$ cat config.mk
export PLATFORM = sky130hd
export DESIGN_NAME = lap_ctrl_flat
export DESIGN_NICKNAME = d
export VERILOG_FILES = /design/src/rtl/lap_ctrl_if.sv /design/src/rtl/lap_ctrl.sv /design/src/flat_wrapper.sv
export SDC_FILE = /design/constraint.sdc
export NUM_CORES = 1
export LEC_CHECK = 0
export CAP_MARGIN = 20
export CELL_PAD_IN_SITES_DETAIL_PLACEMENT = 1
export CELL_PAD_IN_SITES_GLOBAL_PLACEMENT = 2
export CORE_MARGIN = 3
export CORE_UTILIZATION = 48
export CTS_BUF_LIST = sky130_fd_sc_hd__clkbuf_2 sky130_fd_sc_hd__clkbuf_4 sky130_fd_sc_hd__clkbuf_8
export DETAILED_ROUTE_END_ITERATION = 8
export GPL_TIMING_DRIVEN = 0
export PLACE_DENSITY = 0.85
export SLEW_MARGIN = 10
export SYNTH_ARGS = -nofsm -noshare
export SYNTH_HDL_FRONTEND = slang
export SYNTH_SLANG_ARGS = --single-unit
$ cat constraint.sdc
create_clock -name clk -period 7.2 [get_ports clk]
set_input_delay 0.72 -clock clk [delete_from_list [all_inputs] [get_ports clk]]
set_output_delay 0.72 -clock clk [all_outputs]
set_load 0.005 [all_outputs]
$ cat src/rtl/lap_ctrl_if.sv
// ============================================================================
//  Module : lap_ctrl_if
//  Brief  : Button, counter and display signals of the stopwatch lap controller.
//  Rev    : 1.0
// ============================================================================
`default_nettype none

interface lap_ctrl_if #(
    parameter int DEPTH = 4,
    parameter int W     = 24
);
    localparam int CW = $clog2(DEPTH + 1);

    logic          start;
    logic          lap;
    logic          recall;
    logic          ovf;
    logic [W-1:0]  cur_time;
    logic          run;
    logic          clr;
    logic [W-1:0]  disp;
    logic [CW-1:0] lapcnt;
    logic          full;
    logic [1:0]    mode;

    modport master (
        output start, lap, recall, ovf, cur_time,
        input  run, clr, disp, lapcnt, full, mode
    );

    modport slave (
        input  start, lap, recall, ovf, cur_time,
        output run, clr, disp, lapcnt, full, mode
    );
endinterface

`default_nettype wire

$ cat src/rtl/lap_ctrl.sv
// ============================================================================
//  Module : lap_ctrl
//  Brief  : Run/stop/lap sequencer with lap register file and display select.
//  Rev    : 1.0
// ============================================================================
`default_nettype none

module lap_ctrl #(
    parameter int DEPTH = 4,
    parameter int W     = 24
) (
    input  wire logic   clk,
    input  wire logic   rst,
    lap_ctrl_if.slave   bus
);
    localparam int CW = $clog2(DEPTH + 1);

    typedef enum logic [1:0] {
        S_IDLE  = 2'b00,
        S_RUN   = 2'b01,
        S_SPLIT = 2'b10,
        S_STOP  = 2'b11
    } state_t;

    state_t        r_state;
    state_t        w_state_nxt;
    logic [W-1:0]  r_disp;
    logic [W-1:0]  w_disp_nxt;
    logic [CW-1:0] r_lapcnt;
    logic [CW-1:0] w_lapcnt_nxt;
    logic [CW-1:0] r_idx;
    logic [CW-1:0] w_idx_nxt;
    logic          r_clr;
    logic          w_clr_nxt;
    logic          r_run;
    logic          r_full;
    logic          w_wr;
    logic          w_running;
    logic          w_is_full;

    // Sized to the counter range so any index value is in bounds; only DEPTH slots are written.
    logic [W-1:0]  r_mem [0:(2**CW)-1];

    assign w_running = (r_state == S_RUN) || (r_state == S_SPLIT);
    assign w_is_full = (r_lapcnt == CW'(DEPTH));

    always_comb begin
        w_state_nxt  = r_state;
        w_disp_nxt   = r_disp;
        w_lapcnt_nxt = r_lapcnt;
        w_idx_nxt    = r_idx;
        w_clr_nxt    = 1'b0;
        w_wr         = 1'b0;

        if (bus.ovf && w_running) begin
            w_state_nxt = S_STOP;
            w_disp_nxt  = bus.cur_time;
        end else if (bus.start) begin
            w_disp_nxt = bus.cur_time;
            case (r_state)
                S_IDLE:  w_state_nxt = S_RUN;
                S_STOP: begin
                    w_state_nxt = S_RUN;
                    w_idx_nxt   = '0;
                end
                default: w_state_nxt = S_STOP;
            endcase
        end else if (bus.lap) begin
            case (r_state)
                S_IDLE:  w_disp_nxt = bus.cur_time;
                S_STOP: begin
                    w_state_nxt  = S_IDLE;
                    w_clr_nxt    = 1'b1;
                    w_lapcnt_nxt = '0;
                    w_idx_nxt    = '0;
                    w_disp_nxt   = '0;
                end
                default: begin
                    w_state_nxt = S_SPLIT;
                    w_disp_nxt  = bus.cur_time;
                    if (!w_is_full) begin
                        w_wr         = 1'b1;
                        w_lapcnt_nxt = r_lapcnt + CW'(1);
                    end
                end
            endcase
        end else if (bus.recall) begin
            case (r_state)
                S_STOP: begin
                    // Circular walk: live, lap0 .. lapN-1, live, ...
                    if (r_lapcnt != '0) begin
                        if (r_idx < r_lapcnt) begin
                            w_disp_nxt = r_mem[r_idx];
                            w_idx_nxt  = r_idx + CW'(1);
                        end else begin
                            w_disp_nxt = bus.cur_time;
                            w_idx_nxt  = '0;
                        end
                    end
                end
                S_SPLIT: begin
                    w_state_nxt = S_RUN;
                    w_disp_nxt  = bus.cur_time;
                end
                default: w_disp_nxt = bus.cur_time;
            endcase
        end else if ((r_state == S_IDLE) || (r_state == S_RUN)) begin
            w_disp_nxt = bus.cur_time;
        end
    end

    always_ff @(posedge clk) begin
        if (!rst) begin
            r_state  <= S_IDLE;
            r_disp   <= '0;
            r_lapcnt <= '0;
            r_idx    <= '0;
            r_clr    <= 1'b0;
            r_run    <= 1'b0;
            r_full   <= 1'b0;
        end else begin
            r_state  <= w_state_nxt;
            r_disp   <= w_disp_nxt;
            r_lapcnt <= w_lapcnt_nxt;
            r_idx    <= w_idx_nxt;
            r_clr    <= w_clr_nxt;
            r_run    <= (w_state_nxt == S_RUN) || (w_state_nxt == S_SPLIT);
            r_full   <= (w_lapcnt_nxt == CW'(DEPTH));
        end
    end

    always_ff @(posedge clk) begin
        if (rst && w_wr) begin
            r_mem[r_lapcnt] <= bus.cur_time;
        end
    end

    assign bus.run    = r_run;
    assign bus.clr    = r_clr;
    assign bus.disp   = r_disp;
    assign bus.lapcnt = r_lapcnt;
    assign bus.full   = r_full;
    assign bus.mode   = r_state;
endmodule

`default_nettype wire
$ cat src/flat_wrapper.sv
// flat-port wrapper written by rule: the top's interface ports become plain ports
module lap_ctrl_flat 
#(
    parameter int DEPTH = 4,
    parameter int W     = 24
)
  (clk, rst, bus_start, bus_lap, bus_recall, bus_ovf, bus_cur_time, bus_run, bus_clr, bus_disp, bus_lapcnt, bus_full, bus_mode);
  lap_ctrl_if #(.DEPTH(DEPTH), .W(W)) bus_i ();
  input  wire logic clk;
  input  wire logic rst;
  input wire logic [$bits(bus_i.start)-1:0] bus_start;
  input wire logic [$bits(bus_i.lap)-1:0] bus_lap;
  input wire logic [$bits(bus_i.recall)-1:0] bus_recall;
  input wire logic [$bits(bus_i.ovf)-1:0] bus_ovf;
  input wire logic [$bits(bus_i.cur_time)-1:0] bus_cur_time;
  output wire logic [$bits(bus_i.run)-1:0] bus_run;
  output wire logic [$bits(bus_i.clr)-1:0] bus_clr;
  output wire logic [$bits(bus_i.disp)-1:0] bus_disp;
  output wire logic [$bits(bus_i.lapcnt)-1:0] bus_lapcnt;
  output wire logic [$bits(bus_i.full)-1:0] bus_full;
  output wire logic [$bits(bus_i.mode)-1:0] bus_mode;
  assign bus_i.start = bus_start;
  assign bus_i.lap = bus_lap;
  assign bus_i.recall = bus_recall;
  assign bus_i.ovf = bus_ovf;
  assign bus_i.cur_time = bus_cur_time;
  assign bus_run = bus_i.run;
  assign bus_clr = bus_i.clr;
  assign bus_disp = bus_i.disp;
  assign bus_lapcnt = bus_i.lapcnt;
  assign bus_full = bus_i.full;
  assign bus_mode = bus_i.mode;
  lap_ctrl #(.DEPTH(DEPTH), .W(W)) u_core (.clk(clk), .rst(rst), .bus(bus_i));
endmodule
==> flow_summary.ini <==
[worst_setup_path]
path_cells = inv_1, ha_1, and4bb_2, a21boi_2, nand3_1, nor3_2, buf_4, buf_6
criticalPathCategory = flip-flop to flip-flop
cp-startpoint = u_core.bus.mode[0]
endpoint_kind = flip-flop
crit_path_max_fanout = 8
slowest_stage = nor3_2
r2r_start = u_core.bus.mode[0]
startpoint_type = flip-flop
cp_data_arrival_time_ns = 3.24
slowest_delay_ns = 0.45
required_ns = 7.43

[floorplanning]
fp.coreArea_um2 = 18800
die_y_um = 145
die_area_um2 = 21000
start_util_pct = 49.1
die_x_um = 145
num_rows = 50
ios = 62

[timing]
fin_worst_skew_ns = 0.0205
fin_crit_ns = 3.00
slew_viol_final = 0
clock.fmax_mhz = 333
finalCritPeriodShare_pct = 41.7
hold_violations = 0
hold_slack_ns = 0.557
finalSetupTns_ns = 0
setup_slack_ns = 4.20
rsz0062_at_grt = false
finalSetupViolCount = 0
tightestPinTransition_ns = 0.741
slew_headroom_pct = 50.6

[pwr]
p_per_area_nw_per_um2 = 246
power.total_mw = 2.76
total_leakage_power_nw = 3.74
irDropWorstVdd_uv = 142

[cells_and_area]
nets = 776
diodes = 0
final_common_cell = edfxtp_1
n_fill_cell = 1807
layout_common_cells = 192 x edfxtp_1, 84 x mux2_2, 61 x clkdlybuf4s50_1
syn_to_final_growth_pct = 21.5
drive_gt1_share_pct = 25.7

[synth]
synth_seq_cells = 230
async_flop_share_pct = 0
syn_avg_cell_area_um2 = 14.8
yosysWarnings = 0
synth_top_cell_area_share_pct = 62.4
synth_top_area_cell = edfxtp_1
ys_seq_area_share_pct = 70.6
syn_area_um2 = 9250
synth_cells = 624
synth_nets = 662
synth.distinct_cells = 41
ys.flop_type = edfxtp_1
synth_area_leaders = edfxtp_1 62%, mux2_2 10%, dfxtp_1 8.2%, o22ai_1 2.8%, nand2_1 2.2%
synth_edf_count = 192

[run]
drv_cap = 0

[clocking]
cts.sinks = 230
clkLatencyLatePin_ns = 0.54
cts_htree_levels = 2
cts_setup_buffers = 0
root_buffer = clkbuf_8
hold_buffers = 0
cts_tree = yes
numCtsBuffers = 39
ctsLongestPathBuffers = 3
clkTransAtPathRegs_ns = 0.06
ctsResizeCount = 0

[placed_design]
port_buffers = 61
routabilityCongestion = 0.781
dp_hpwl_mm = 15.5
place_ws_ns = 3.83

[detailed_routing]
routedWlPerCell_um = 23.7
routed-via-count = 5803
wirelength_mm = 24.3
antenna_left = 0
initialDrtViolationCount = 332
drc_errors = 0
avgViaCountPerCell = 5.64
dr.pass1.iters = 5

[global_route]
grt_max_degree = 20
grt_pass1_vias = 6264
grt_first_pass_wirelength_mm = 36.4
antenna_found_initial = 0
track_usage_pct = 23.5
grt-ovfl-total = 0

[run_status]
outcome = completed

[min_path]
min_from = u_core.bus.disp[1]
hold_class = flip-flop to flip-flop
[registers in the layout, indices dropped and copies added (netlist names), named ones only]
| name | count |
|---|---|
| u_core.bus.run | 1 |
| u_core.bus.disp | 24 |
| u_core.bus.clr | 1 |
| u_core.r_mem | 192 |
| u_core.bus.full | 1 |
| u_core.bus.lapcnt | 3 |
| u_core.r_idx | 3 |
| u_core.bus.mode | 2 |
[stage by stage]
stage,area (µm²),utilization [%],cells
detailed placement,10500,55.5,957
global route,11200,59.7,1028
finish,11200,59.7,1028
global placement,10200,54.1,945
floorplan,9250,-,624
CTS,11200,59.7,1028
[report_power, final]
part | internal, mW | switching (mW) | leakage, nW
Combinational | 0.0627 | 0.0727 | 1.28
Clock | 0.641 | 0.517 | 0.422
Sequential | 1.46 | 0.00972 | 2.04
Total | 2.16 | 0.599 | 3.74
[cells by family (layout without fill, tap and decap cells)]
| logic type | after synthesis | count (layout) | share of synthesized area (%) |
|---|---|---|---|
| multiplexers | 90 | 90 | 10.9 |
| XOR/XNOR | 2 | 2 | 0.190 |
| AO/OA/AOI/OAI | 128 | 128 | 8.61 |
| adder cells (fa/ha/maj) | 8 | 8 | 1.08 |
| buffers and inverters | 45 | 189 | 2.71 |
| AND/OR/NAND/NOR | 121 | 121 | 5.94 |
| flip-flops | 230 | 230 | 70.6 |
[critical path: cells and delay by family, from the launching register on]
kind | cells | cell delay [ns]
and+or+nand+nor | 3 | 1.09
adders and majority gates | 1 | 0.42
AOI/OAI and AO/OA | 1 | 0.24
buffers and inverters | 3 | 0.58
DFF | 1 | 0.39
[cell type report]
cell class	instances	area [µm²]	share of cell area (%)
Inverter	10	37.5	0.334
Sequential cell	230	6530	58.1
Clock buffer	57	716	6.37
Clock inverter	14	67.6	0.601
Buffer	35	213	1.89
Tap cell	260	325	2.90
Multi-Input combinational cell	349	2520	22.5
Timing Repair Buffer	73	825	7.34
[worst paths after layout]
path                        end  slack [ns]  depth (start not counted)
max          u_core.r_mem[1][5]        4.20                          8
min          u_core.bus.disp[1]        0.56                          2
max reg2reg  u_core.r_mem[1][5]        4.20                          8
min reg2reg  u_core.bus.disp[1]        0.56                          2
[cell usage after synthesis, drive strengths merged (8+ instances only)]
cell	instances
inv	10
edfxtp	192
o22ai	42
clkbuf	14
nor2	31
o21ai	32
ha	8
a31oi	31
mux2	84
nand2	54
buf	21
nor2b	8
dfxtp	38
[routing by layer]
metal / up-vias / share of wire, % / global-route usage (%) / wire, µm
met4: 0 / 2.7 / 8.93 / 665
met2: 181 / 50 / 39.4 / 12000
met5: - / 0 / 0 / 0
met3: 51 / 5.2 / 4.07 / 1260
li1: 2634 / - / - / -
met1: 2937 / 43 / 30.8 / 10300
Note: power is estimated with default switching activity, not from simulation.
